`src/rtl/pwm_gen_pkg.sv`:
```
// pwm_gen_pkg: shared PWM constants and types
// used by the PWM generator and the dead-time stage
package pwm_gen_pkg;

  localparam int W_DEF       = 10;
  localparam int MIN_OFF_DEF = 4;
  localparam int RUN_MIN_PER = 2;

  typedef enum logic [1:0] {
    BND_NONE,
    BND_START,
    BND_WRAP
  } bnd_e;

endpackage

```
`src/rtl/pwm_shadow_reg.sv`:
```
// pwm_shadow_reg: shadow period/duty with pending flag
// copied to the active pair only at a period boundary
module pwm_shadow_reg
  import pwm_gen_pkg::*;
#(
  parameter int W = W_DEF
) (
  input  logic         clk,
  input  logic         rst,
  input  logic         load_i,
  input  logic         apply_i,
  input  logic [W-1:0] per_i,
  input  logic [W-1:0] duty_i,
  output logic [W-1:0] per_o,
  output logic [W-1:0] per_nxt_o,
  output logic [W-1:0] duty_nxt_o,
  output logic         upd_o
);

  logic [W-1:0] sh_per_q;
  logic [W-1:0] sh_duty_q;
  logic [W-1:0] per_q;
  logic [W-1:0] duty_q;
  logic         pend_q;
  logic         upd_q;
  logic         take;

  assign take       = apply_i && pend_q;
  assign per_nxt_o  = take ? sh_per_q : per_q;
  assign duty_nxt_o = take ? sh_duty_q : duty_q;
  assign per_o      = per_q;
  assign upd_o      = upd_q;

  // capture loads, apply the pending pair at a boundary
  always_ff @(posedge clk) begin
    if (rst) begin
      sh_per_q  <= '0;
      sh_duty_q <= '0;
      per_q     <= '0;
      duty_q    <= '0;
      pend_q    <= 1'b0;
      upd_q     <= 1'b0;
    end else begin
      upd_q <= take;
      if (take) begin
        per_q  <= sh_per_q;
        duty_q <= sh_duty_q;
      end
      if (load_i) begin
        sh_per_q  <= per_i;
        sh_duty_q <= duty_i;
        pend_q    <= 1'b1;
      end else if (take) begin
        pend_q <= 1'b0;
      end
    end
  end

endmodule

```
`src/rtl/pwm_gen.sv`:
```
// pwm_gen: period/duty PWM with shadowed updates,
// duty clamp for minimum off time, registered outputs
module pwm_gen
  import pwm_gen_pkg::*;
#(
  parameter int W       = W_DEF,
  parameter int MIN_OFF = MIN_OFF_DEF
) (
  input  logic         clk,
  input  logic         rst,
  input  logic         en,
  input  logic [W-1:0] period_in,
  input  logic [W-1:0] duty_in,
  input  logic         load,
  output logic         S,
  output logic         cycle_start,
  output logic         upd_ack,
  output logic         running
);

  // never allow a zero off time, so S cannot stick high
  localparam int MO = (MIN_OFF < 1) ? 1 : MIN_OFF;
  localparam int RP = RUN_MIN_PER;
  localparam logic [W:0] MO_X = MO[W:0];
  localparam logic [W:0] RP_X = RP[W:0];
  localparam logic [W:0] ONE_X = {{W{1'b0}}, 1'b1};
  localparam logic [W-1:0] CNT_ONE = {{(W-1){1'b0}}, 1'b1};

  logic [W-1:0] cnt_q;
  logic [W-1:0] cnt_d;
  logic         en_q;
  logic         s_q;
  logic         s_d;
  logic         cs_q;
  logic         cs_d;
  logic         run_q;
  logic         run_d;

  logic [W-1:0] per_act;
  logic [W-1:0] per_nxt;
  logic [W-1:0] duty_nxt;
  logic [W:0]   per_x;
  logic [W:0]   cnt_x;
  logic [W:0]   pn_x;
  logic [W:0]   dn_x;
  logic [W:0]   lim_x;
  logic [W:0]   eff_x;
  logic         last;
  bnd_e         bnd;

  pwm_shadow_reg #(
    .W (W)
  ) u_shadow (
    .clk        (clk),
    .rst        (rst),
    .load_i     (load),
    .apply_i    (bnd != BND_NONE),
    .per_i      (period_in),
    .duty_i     (duty_in),
    .per_o      (per_act),
    .per_nxt_o  (per_nxt),
    .duty_nxt_o (duty_nxt),
    .upd_o      (upd_ack)
  );

  assign per_x = {1'b0, per_act};
  assign cnt_x = {1'b0, cnt_q};
  assign pn_x  = {1'b0, per_nxt};
  assign dn_x  = {1'b0, duty_nxt};
  // per_act=0 wraps to all ones here, which cnt never reaches
  assign last  = (cnt_x == (per_x - ONE_X));

  // classify this cycle as restart, wrap or neither
  always_comb begin
    bnd = BND_NONE;
    unique case (1'b1)
      (en && !en_q):        bnd = BND_START;
      (en && en_q && last): bnd = BND_WRAP;
      default:              bnd = BND_NONE;
    endcase
  end

  // next count, clamped duty and next output levels
  always_comb begin
    cnt_d = '0;
    if (en && bnd == BND_NONE && per_x >= RP_X) begin
      cnt_d = cnt_q + CNT_ONE;
    end
    lim_x = pn_x - MO_X;
    eff_x = '0;
    if (pn_x > MO_X) begin
      eff_x = (dn_x < lim_x) ? dn_x : lim_x;
    end
    run_d = en && (pn_x >= RP_X);
    cs_d  = run_d && (bnd != BND_NONE);
    s_d   = run_d && ({1'b0, cnt_d} < eff_x);
  end

  // counter and registered outputs
  always_ff @(posedge clk) begin
    if (rst) begin
      cnt_q <= '0;
      en_q  <= 1'b0;
      s_q   <= 1'b0;
      cs_q  <= 1'b0;
      run_q <= 1'b0;
    end else begin
      cnt_q <= cnt_d;
      en_q  <= en;
      s_q   <= s_d;
      cs_q  <= cs_d;
      run_q <= run_d;
    end
  end

  assign S           = s_q;
  assign cycle_start = cs_q;
  assign running     = run_q;

endmodule

```
`config.mk`:
```
export PLATFORM = sky130hd
export DESIGN_NAME = pwm_gen
export DESIGN_NICKNAME = d
export VERILOG_FILES = /design/src/rtl/pwm_gen_pkg.sv /design/src/rtl/pwm_shadow_reg.sv /design/src/rtl/pwm_gen.sv
export SDC_FILE = /design/constraint.sdc
export NUM_CORES = 1
export LEC_CHECK = 0
export ABC_AREA = 1
export CAP_MARGIN = 5
export CORE_ASPECT_RATIO = 0.75
export CORE_MARGIN = 2
export CORE_UTILIZATION = 55
export CTS_BUF_LIST = sky130_fd_sc_hd__clkbuf_8
export DETAILED_ROUTE_END_ITERATION = 8
export PLACE_DENSITY_LB_ADDON = 0.1
export RECOVER_POWER = 100
export REMOVE_ABC_BUFFERS = 1
export SLEW_MARGIN = 20
export SYNTH_ARGS = -nofsm -noshare
export SYNTH_HDL_FRONTEND = slang
export SYNTH_SLANG_ARGS = --single-unit
```
`constraint.sdc`:
```
create_clock -name clk -period 5.35 [get_ports clk]
set_clock_uncertainty 0.1 [all_clocks]
set_input_delay 1.07 -clock clk [delete_from_list [all_inputs] [get_ports clk]]
set_output_delay 1.07 -clock clk [all_outputs]
set_load 0.01 [all_outputs]
```
==> results of run 1 <==
-- layout make-up --
class                           count  area [um^2]  area share [%]
Clock buffer                        6         82.6            2.08
Clock inverter                      2         38.8           0.976
Inverter                           53          204            5.13
Multi-Input combinational cell    357         2040            51.3
Sequential cell                    56         1120            28.3
Tap cell                           78         97.6            2.46
Timing Repair Buffer               43          388            9.76
-- cell families after synthesis --
logic type               share of synthesized area [%]
adder cells (fa/ha/maj)                           8.14
AO/OA/AOI/OAI                                     13.0
flip-flops                                        33.2
multiplexers                                     0.666
buffers and inverters                             8.59
AND/OR/NAND/NOR                                   33.2
XOR/XNOR                                          3.26
-- cells in the final DEF, fill, tap and decap left out, types with 6 or more instances in the layout --
cell / instances
a21oi_1: 31
clkdlybuf4s50_1: 22
clkbuf_8: 6
nand3_1: 14
nor2_1: 60
dfxtp_1: 55
nor3_1: 13
ha_1: 19
buf_4: 15
nand2_1: 123
or2_2: 10
o21ai_2: 6
inv_1: 48
xor2_1: 7
o21ai_0: 17
-- metal layers --
layer	vias to the layer above	GRT usage (%)	part of all wire, %
met2	62	38.5	44
li1	1613	-	-
met5	-	0	0
met3	9	4.05	4.9
met4	0	5.80	1.1
met1	1448	36.7	51
-- flip-flops by register name, indices dropped and copies added (netlist names), 10 cells and up --
| name | flops |
|---|---|
| cnt_q | 10 |
| u_shadow.duty_q | 10 |
| u_shadow.per_o | 10 |
| u_shadow.sh_duty_q | 10 |
| u_shadow.sh_per_q | 10 |
-- worst min-delay path, delay by kind of cell, from the launching register on --
kind	cells	cell delay, ps
flops	1	320
simple gates	1	60
compound gates	1	50
-- repair_timing --
item                                    in CTS  in global routing
setup buffers                                0                  5
endpoints found under the setup margin       0                  1
endpoints found under the hold margin        0                  0
resized for setup                            0                 18
-- per-stage QoR --
| step | setup WS (ps) | hold WS, ps | instance area, um^2 |
|---|---|---|---|
| 6_report | 352 | 366 | 3970 |
| 5_1_grt | -45.9 | 395 | 3970 |
| 4_1_cts | 109 | 369 | 3860 |
| 3_5_place_dp | 6.63 | 353 | 3730 |
| 3_3_place_gp | 122 | 350 | 3730 |
| 2_1_floorplan | 315 | 330 | 3290 |
-- power groups by stage --
stage / clock [mW] / sequential [mW] / combinational (mW)
after global routing: 0.319 / 0.450 / 0.341
final: 0.295 / 0.447 / 0.305
after detailed placement: 0 / 0.457 / 0.272
after CTS: 0.300 / 0.447 / 0.274
after global placement: 0 / 0.457 / 0.265
after floorplan: 0 / 0.456 / 0.187
-- synthesized netlist by cell type, types with 6 or more instances --
cell type	count	area, um^2
a21oi_1	33	165
clkbuf_1	12	45.0
dfxtp_1	56	1120
ha_1	22	275
inv_1	49	184
nand2_1	123	462
nand2_2	6	37.5
nand3_1	14	70.1
nor2_1	60	225
nor2_2	6	37.5
nor3_1	13	65.1
o21ai_0	16	80.1
or2_2	10	62.6
xor2_1	9	78.8
-- how the worst max path moves through the flow --
stage / from / to
after floorplan: u_shadow.per_o[1] / S
after global placement: en / S
after detailed placement: en / S
after CTS: u_shadow.per_o[0] / S
after global routing: u_shadow.per_o[0] / S
final: u_shadow.per_o[0] / S
==> summary.txt, run 1 <==
Synth
  – Count of synthesis-stage warnings from yosys: 0
  – Flop and latch count out of synthesis: 56
  – Proportion of synthesized flip-flops having asynchronous set or reset: 0%
  – Synthesized cell area: 3380 um^2
  – Share of synthesized area occupied by flip-flops and latches: 33.2%
  – Yosys cell types: 39
  – Syn avg cell area: 7.01 um^2
  – Post-Syn Instances: 482
  – Dominant register cell in the synthesized netlist: dfxtp_1
  – Number of flops mapped to enable cells by yosys: 0

Min path
  – Number of stages on the worst hold path: 2
  – Path category of the worst min-delay check: flip-flop to flip-flop
  – Worst min-delay path startpoint: u_shadow.sh_duty_q[1]
  – Hold worst-path end: u_shadow.sh_duty_q[1]

Worst setup path
  – Most Frequent Cell on Critical Path: nand2_1
  – Worst Path Buf+Inv: 3
  – Crit start category: flip-flop
  – Critical path depth: 37
  – Master of the slowest instance on the critical path: dfxtp_2
  – CP Data Arrival Time: 5160 ps
  – Start-to-end type of the worst setup path: flip-flop to flip-flop
  – R2R Path End: S
  – Endpoint class of the critical path: flip-flop
  – Reg-to-Reg Start: u_shadow.per_o[0]
  – Kind of cell with the highest combined delay on the critical path: simple AND/OR/NAND/NOR gates
  – CP Data Required Time: 5510 ps
  – Number of cell instances on the worst register-to-register path: 37
  – R2r setup slk: 350 ps
  – CP max stage delay: 360 ps
  – Worst-path fanout max: 12

Drt
  – DR WL/cell: 13.4 um
  – Post-detailed-route DRC marker count: 0
  – Number of iterations in the first detailed-routing pass: 5
  – Detailed router's first-iteration violation count: 172
  – Remaining antenna violation count: 0
  – Routed via count: 3132
  – Via density per instance: 5.26
  – DRT Wirelength: 8000 um

STA
  – Portion of the clock cycle consumed by the worst path in the final layout: 93.4%
  – Final hold viol count: 0
  – Slew of the pin with the lowest slew margin: 2460 ps
  – Setup_tns: 0 ps
  – Crit path time final: 5000 ps
  – F_max: 0.200 GHz
  – Number of endpoints failing setup at the final stage: 0
  – Total count of max-transition violations in the final report: 56
  – Slew margin rel.: -64.0%

Global route
  – Sum of overflow across all layers after global routing: 0
  – Number of global-route vias before repair: 2845
  – Number of antenna violations at the first check in global routing: 0
  – Largest net degree at the start of global routing: 56
  – GRT Resource Usage Total: 24.9%
  – Wire length of the first global-routing pass: 13100 um

Pwr
  – Static leakage power: 1.83 nW
  – Clock power frac: 28.1%
  – Total power per unit cell area: 264 nW/um^2
  – Cell internal pwr: 0.713 mW
  – Total design power: 1.05 mW
  – Sequential share of power: 42.7%
  – Peak supply drop: 123 uV
  – Switching share of total power: 31.9%
  – Share of total power in combinational logic: 29.1%
  – Net switching component of the power: 0.334 mW

Cells and area
  – Area Overhead vs Synth: 17.5%
  – Fraction of final layout cells sized beyond drive strength 1: 15.9%
  – Diode count: 0
  – # nets final: 562
  – Number of fillers in the final layout: 525
  – Final instance count without filler cells: 595
  – End-of-flow core utilization: 67.5%

Outcome
  – Violations in the final reports: max-capacitance violations, max-slew violations
  – Status: complete, but fails checks

Die
  – Floorplan die area: 6800 um^2
  – Vertical extent of the die: 71.9 um
  – Standard-cell rows: 24
  – I/O Pins: 28
  – Floorplan Core Area: 5890 um^2
  – Die width: 94.5 um
  – Effective utilization at floorplan: 57.4%

Clock tree
  – Root buffer cell: clkbuf_8
  – # hold bufs at CTS: 0
  – TritonCTS clock tree: yes
  – TritonCTS buffer count: 5
  – Clock-pin transition on the worst setup and hold timing paths: 100 ps
  – H-Tree Level Count: 2
  – Clock latency of the later-clocked register in the worst-skew pair: 320 ps
  – # clock sinks: 56
  – CTS max path bufs: 2

Place
  – Half-perimeter wire length of the detailed placement result: 6030 um
  – Routability-driven placement congestion ratio: 0.905
  – Port Buffers: 27
  – Instance count after placement with tap cells included: 582

Job
  – Count of maximum capacitance violations: 1
No activity file was read; power rests on OpenSTA's default activity.
==> inputs of run 2 (changes only) <==
--- a/config.mk
+++ b/config.mk
@@ -12,8 +12,8 @@
 export CORE_UTILIZATION = 55
 export CTS_BUF_LIST = sky130_fd_sc_hd__clkbuf_8
 export DETAILED_ROUTE_END_ITERATION = 8
+export GPL_ROUTABILITY_DRIVEN = 1
 export PLACE_DENSITY_LB_ADDON = 0.1
-export RECOVER_POWER = 100
 export REMOVE_ABC_BUFFERS = 1
 export SLEW_MARGIN = 20
 export SYNTH_ARGS = -nofsm -noshare
==> summary.txt, run 2 (same netlist as run 1, synthesis figures left out) <==
Outcome
  – Status: complete, no violations (was complete, but fails checks)

Global route
  – Largest net degree at the start of global routing: 56 (unchanged)
  – Sum of overflow across all layers after global routing: 0 (unchanged)
  – Wire length of the first global-routing pass: 13100 um (unchanged)
  – Number of antenna violations at the first check in global routing: 0 (unchanged)
  – GRT Resource Usage Total: 24.9% (unchanged)
  – Number of global-route vias before repair: 2845 (unchanged)

STA
  – Slew of the pin with the lowest slew margin: 1030 ps (was 2460 ps)
  – Number of endpoints failing setup at the final stage: 0 (unchanged)
  – Total count of max-transition violations in the final report: 0 (was 56)
  – F_max: 0.200 GHz (about the same)
  – Final hold viol count: 0 (unchanged)
  – Crit path time final: 5010 ps (was 5000 ps)
  – Hold_ws: 365 ps (was 366 ps)
  – Portion of the clock cycle consumed by the worst path in the final layout: 93.6% (was 93.4%)
  – Slew margin rel.: 31.0% (was -64.0%)

Cells and area
  – Register Area: 1120 um^2 (unchanged)
  – Final instance count without filler cells: 595 (unchanged)
  – Fraction of final layout cells sized beyond drive strength 1: 16.2% (was 15.9%)
  – Highest-count cells in the layout ignoring fill and taps: nand2_1 (123), nor2_1 (60), dfxtp_1 (55) (unchanged)
  – Area Overhead vs Synth: 17.7% (was 17.5%)
  – Area occupied by multi-input gates: 2040 um^2 (about the same)
  – # nets final: 562 (unchanged)
  – End-of-flow core utilization: 67.6% (was 67.5%)
  – Most common cell after layout, fill and taps aside: nand2_1 (unchanged)
  – Number of fillers in the final layout: 522 (was 525)
  – Final design area excluding fillers: 3980 um^2 (was 3970 um^2)
  – Diode count: 0 (unchanged)

Drt
  – Post-detailed-route DRC marker count: 0 (unchanged)
  – DR WL/cell: 13.5 um (was 13.4 um)
  – Number of iterations in the first detailed-routing pass: 5 (unchanged)
  – Via density per instance: 5.29 (was 5.26)
  – DRT Wirelength: 8020 um (was 8000 um)
  – Detailed router's first-iteration violation count: 185 (was 172)
  – Remaining antenna violation count: 0 (unchanged)
  – Routed via count: 3147 (was 3132)

Die
  – Effective utilization at floorplan: 57.4% (unchanged)
  – Standard-cell rows: 24 (unchanged)
  – Die width: 94.5 um (unchanged)
  – Floorplan Core Area: 5890 um^2 (unchanged)
  – Vertical extent of the die: 71.9 um (unchanged)
  – I/O Pins: 28 (unchanged)
  – Floorplan die area: 6800 um^2 (unchanged)

Place
  – Cell Area, Placed: 3730 um^2 (unchanged)
  – Routability-driven placement congestion ratio: 0.905 (unchanged)
  – Half-perimeter wire length of the detailed placement result: 6030 um (unchanged)
  – Port Buffers: 27 (unchanged)
  – Instance count after placement with tap cells included: 582 (unchanged)

Clock tree
  – Clock-pin transition on the worst setup and hold timing paths: 100 ps (about the same)
  – TritonCTS clock tree: yes (unchanged)
  – Root buffer cell: clkbuf_8 (unchanged)
  – CTS max path bufs: 2 (unchanged)
  – TritonCTS buffer count: 5 (unchanged)
  – Clock latency of the later-clocked register in the worst-skew pair: 320 ps (about the same)
  – H-Tree Level Count: 2 (unchanged)
  – # hold bufs at CTS: 0 (unchanged)
  – # clock sinks: 56 (unchanged)

Pwr
  – Peak supply drop: 123 uV (about the same)
  – Static leakage power: 1.82 nW (was 1.83 nW)
  – Total power per unit cell area: 264 nW/um^2 (about the same)

Worst setup path
  – CP max stage delay: 370 ps (was 360 ps)
  – CP Data Required Time: 5510 ps (about the same)
  – Crit start category: flip-flop (unchanged)
  – Master of the slowest instance on the critical path: dfxtp_2 (unchanged)
  – Most Frequent Cell on Critical Path: nand2_1 (unchanged)
  – Start-to-end type of the worst setup path: flip-flop to flip-flop (unchanged)
  – CP Data Arrival Time: 5170 ps (was 5160 ps)
  – Endpoint class of the critical path: flip-flop (unchanged)
  – Worst-path fanout max: 12 (unchanged)

Job
  – Count of maximum capacitance violations: 0 (was 1)

Min path
  – Path category of the worst min-delay check: flip-flop to flip-flop (unchanged)
-- run 2: cell types whose count changed in the layout (fill, tap and decap cells not counted), sizes merged --
cell | before | now
clkdlybuf4s50 | 22 | 26
dlygate4sd3 | 4 | 0
clkbuf | 7 | 6
buf | 16 | 17
-- run 2: cell type report --
type / instances / area share, %
clock buffers: 6 / 2.08
clock inverters: 2 / 0.975
inverters: 53 / 5.13
multi-input cells: 357 / 51.4
flip-flops and latches: 56 / 28.2
well taps: 78 / 2.45
repair buffers: 43 / 9.78
-- run 2: worst paths after layout --
check                                            from                    end  slack, ps  depth (start not counted)
worst min-delay path            u_shadow.sh_duty_q[1]  u_shadow.sh_duty_q[1]        360                          2
worst min register to register  u_shadow.sh_duty_q[1]  u_shadow.sh_duty_q[1]        360                          2
worst max-delay path                u_shadow.per_o[0]                      S        340                         37
worst max register to register      u_shadow.per_o[0]                      S        340                         37
-- run 2: routing by layer --
| metal | vias to the layer above | part of all wire (%) | global-route usage (%) |
|---|---|---|---|
| met3 | 9 | 5.7 | 4.05 |
| met5 | - | 0 | 0 |
| met2 | 77 | 44 | 38.5 |
| li1 | 1611 | - | - |
| met1 | 1450 | 50 | 36.7 |
| met4 | 0 | 1.1 | 5.80 |
-- run 2: where the power goes --
group / leakage [nW] / internal [mW] / switching (mW) / total, mW
Sequential: 0.458 / 0.436 / 0.0118 / 0.447
Clock: 0.0614 / 0.153 / 0.142 / 0.295
Combinational: 1.30 / 0.126 / 0.181 / 0.306
Total: 1.82 / 0.714 / 0.334 / 1.05
-- run 2: repair_timing --
| action | 4_1_cts | 5_1_grt |
|---|---|---|
| setup buffers | 0 | 5 |
| setup endpoints to repair | 0 | 1 |
| resized for setup | 0 | 18 |
-- run 2: worst max-delay path, delay by kind of cell (launching register included) --
| kind | cells | cell delay, ps |
|---|---|---|
| adders and majority gates | 4 | 1150 |
| AOI/OAI and AO/OA | 9 | 1140 |
| and+or+nand+nor | 21 | 2000 |
| buffers and inverters | 3 | 190 |
| DFF | 1 | 370 |
-- run 2: through the flow --
stage	worst slack, ps	setup TNS (ps)	power (mW)
floorplan	315	0	0.642
global placement	122	0	0.722
detailed placement	6.63	0	0.729
CTS	109	0	1.02
global route	-41.4	-41.4	1.11
finish	342	0	1.05
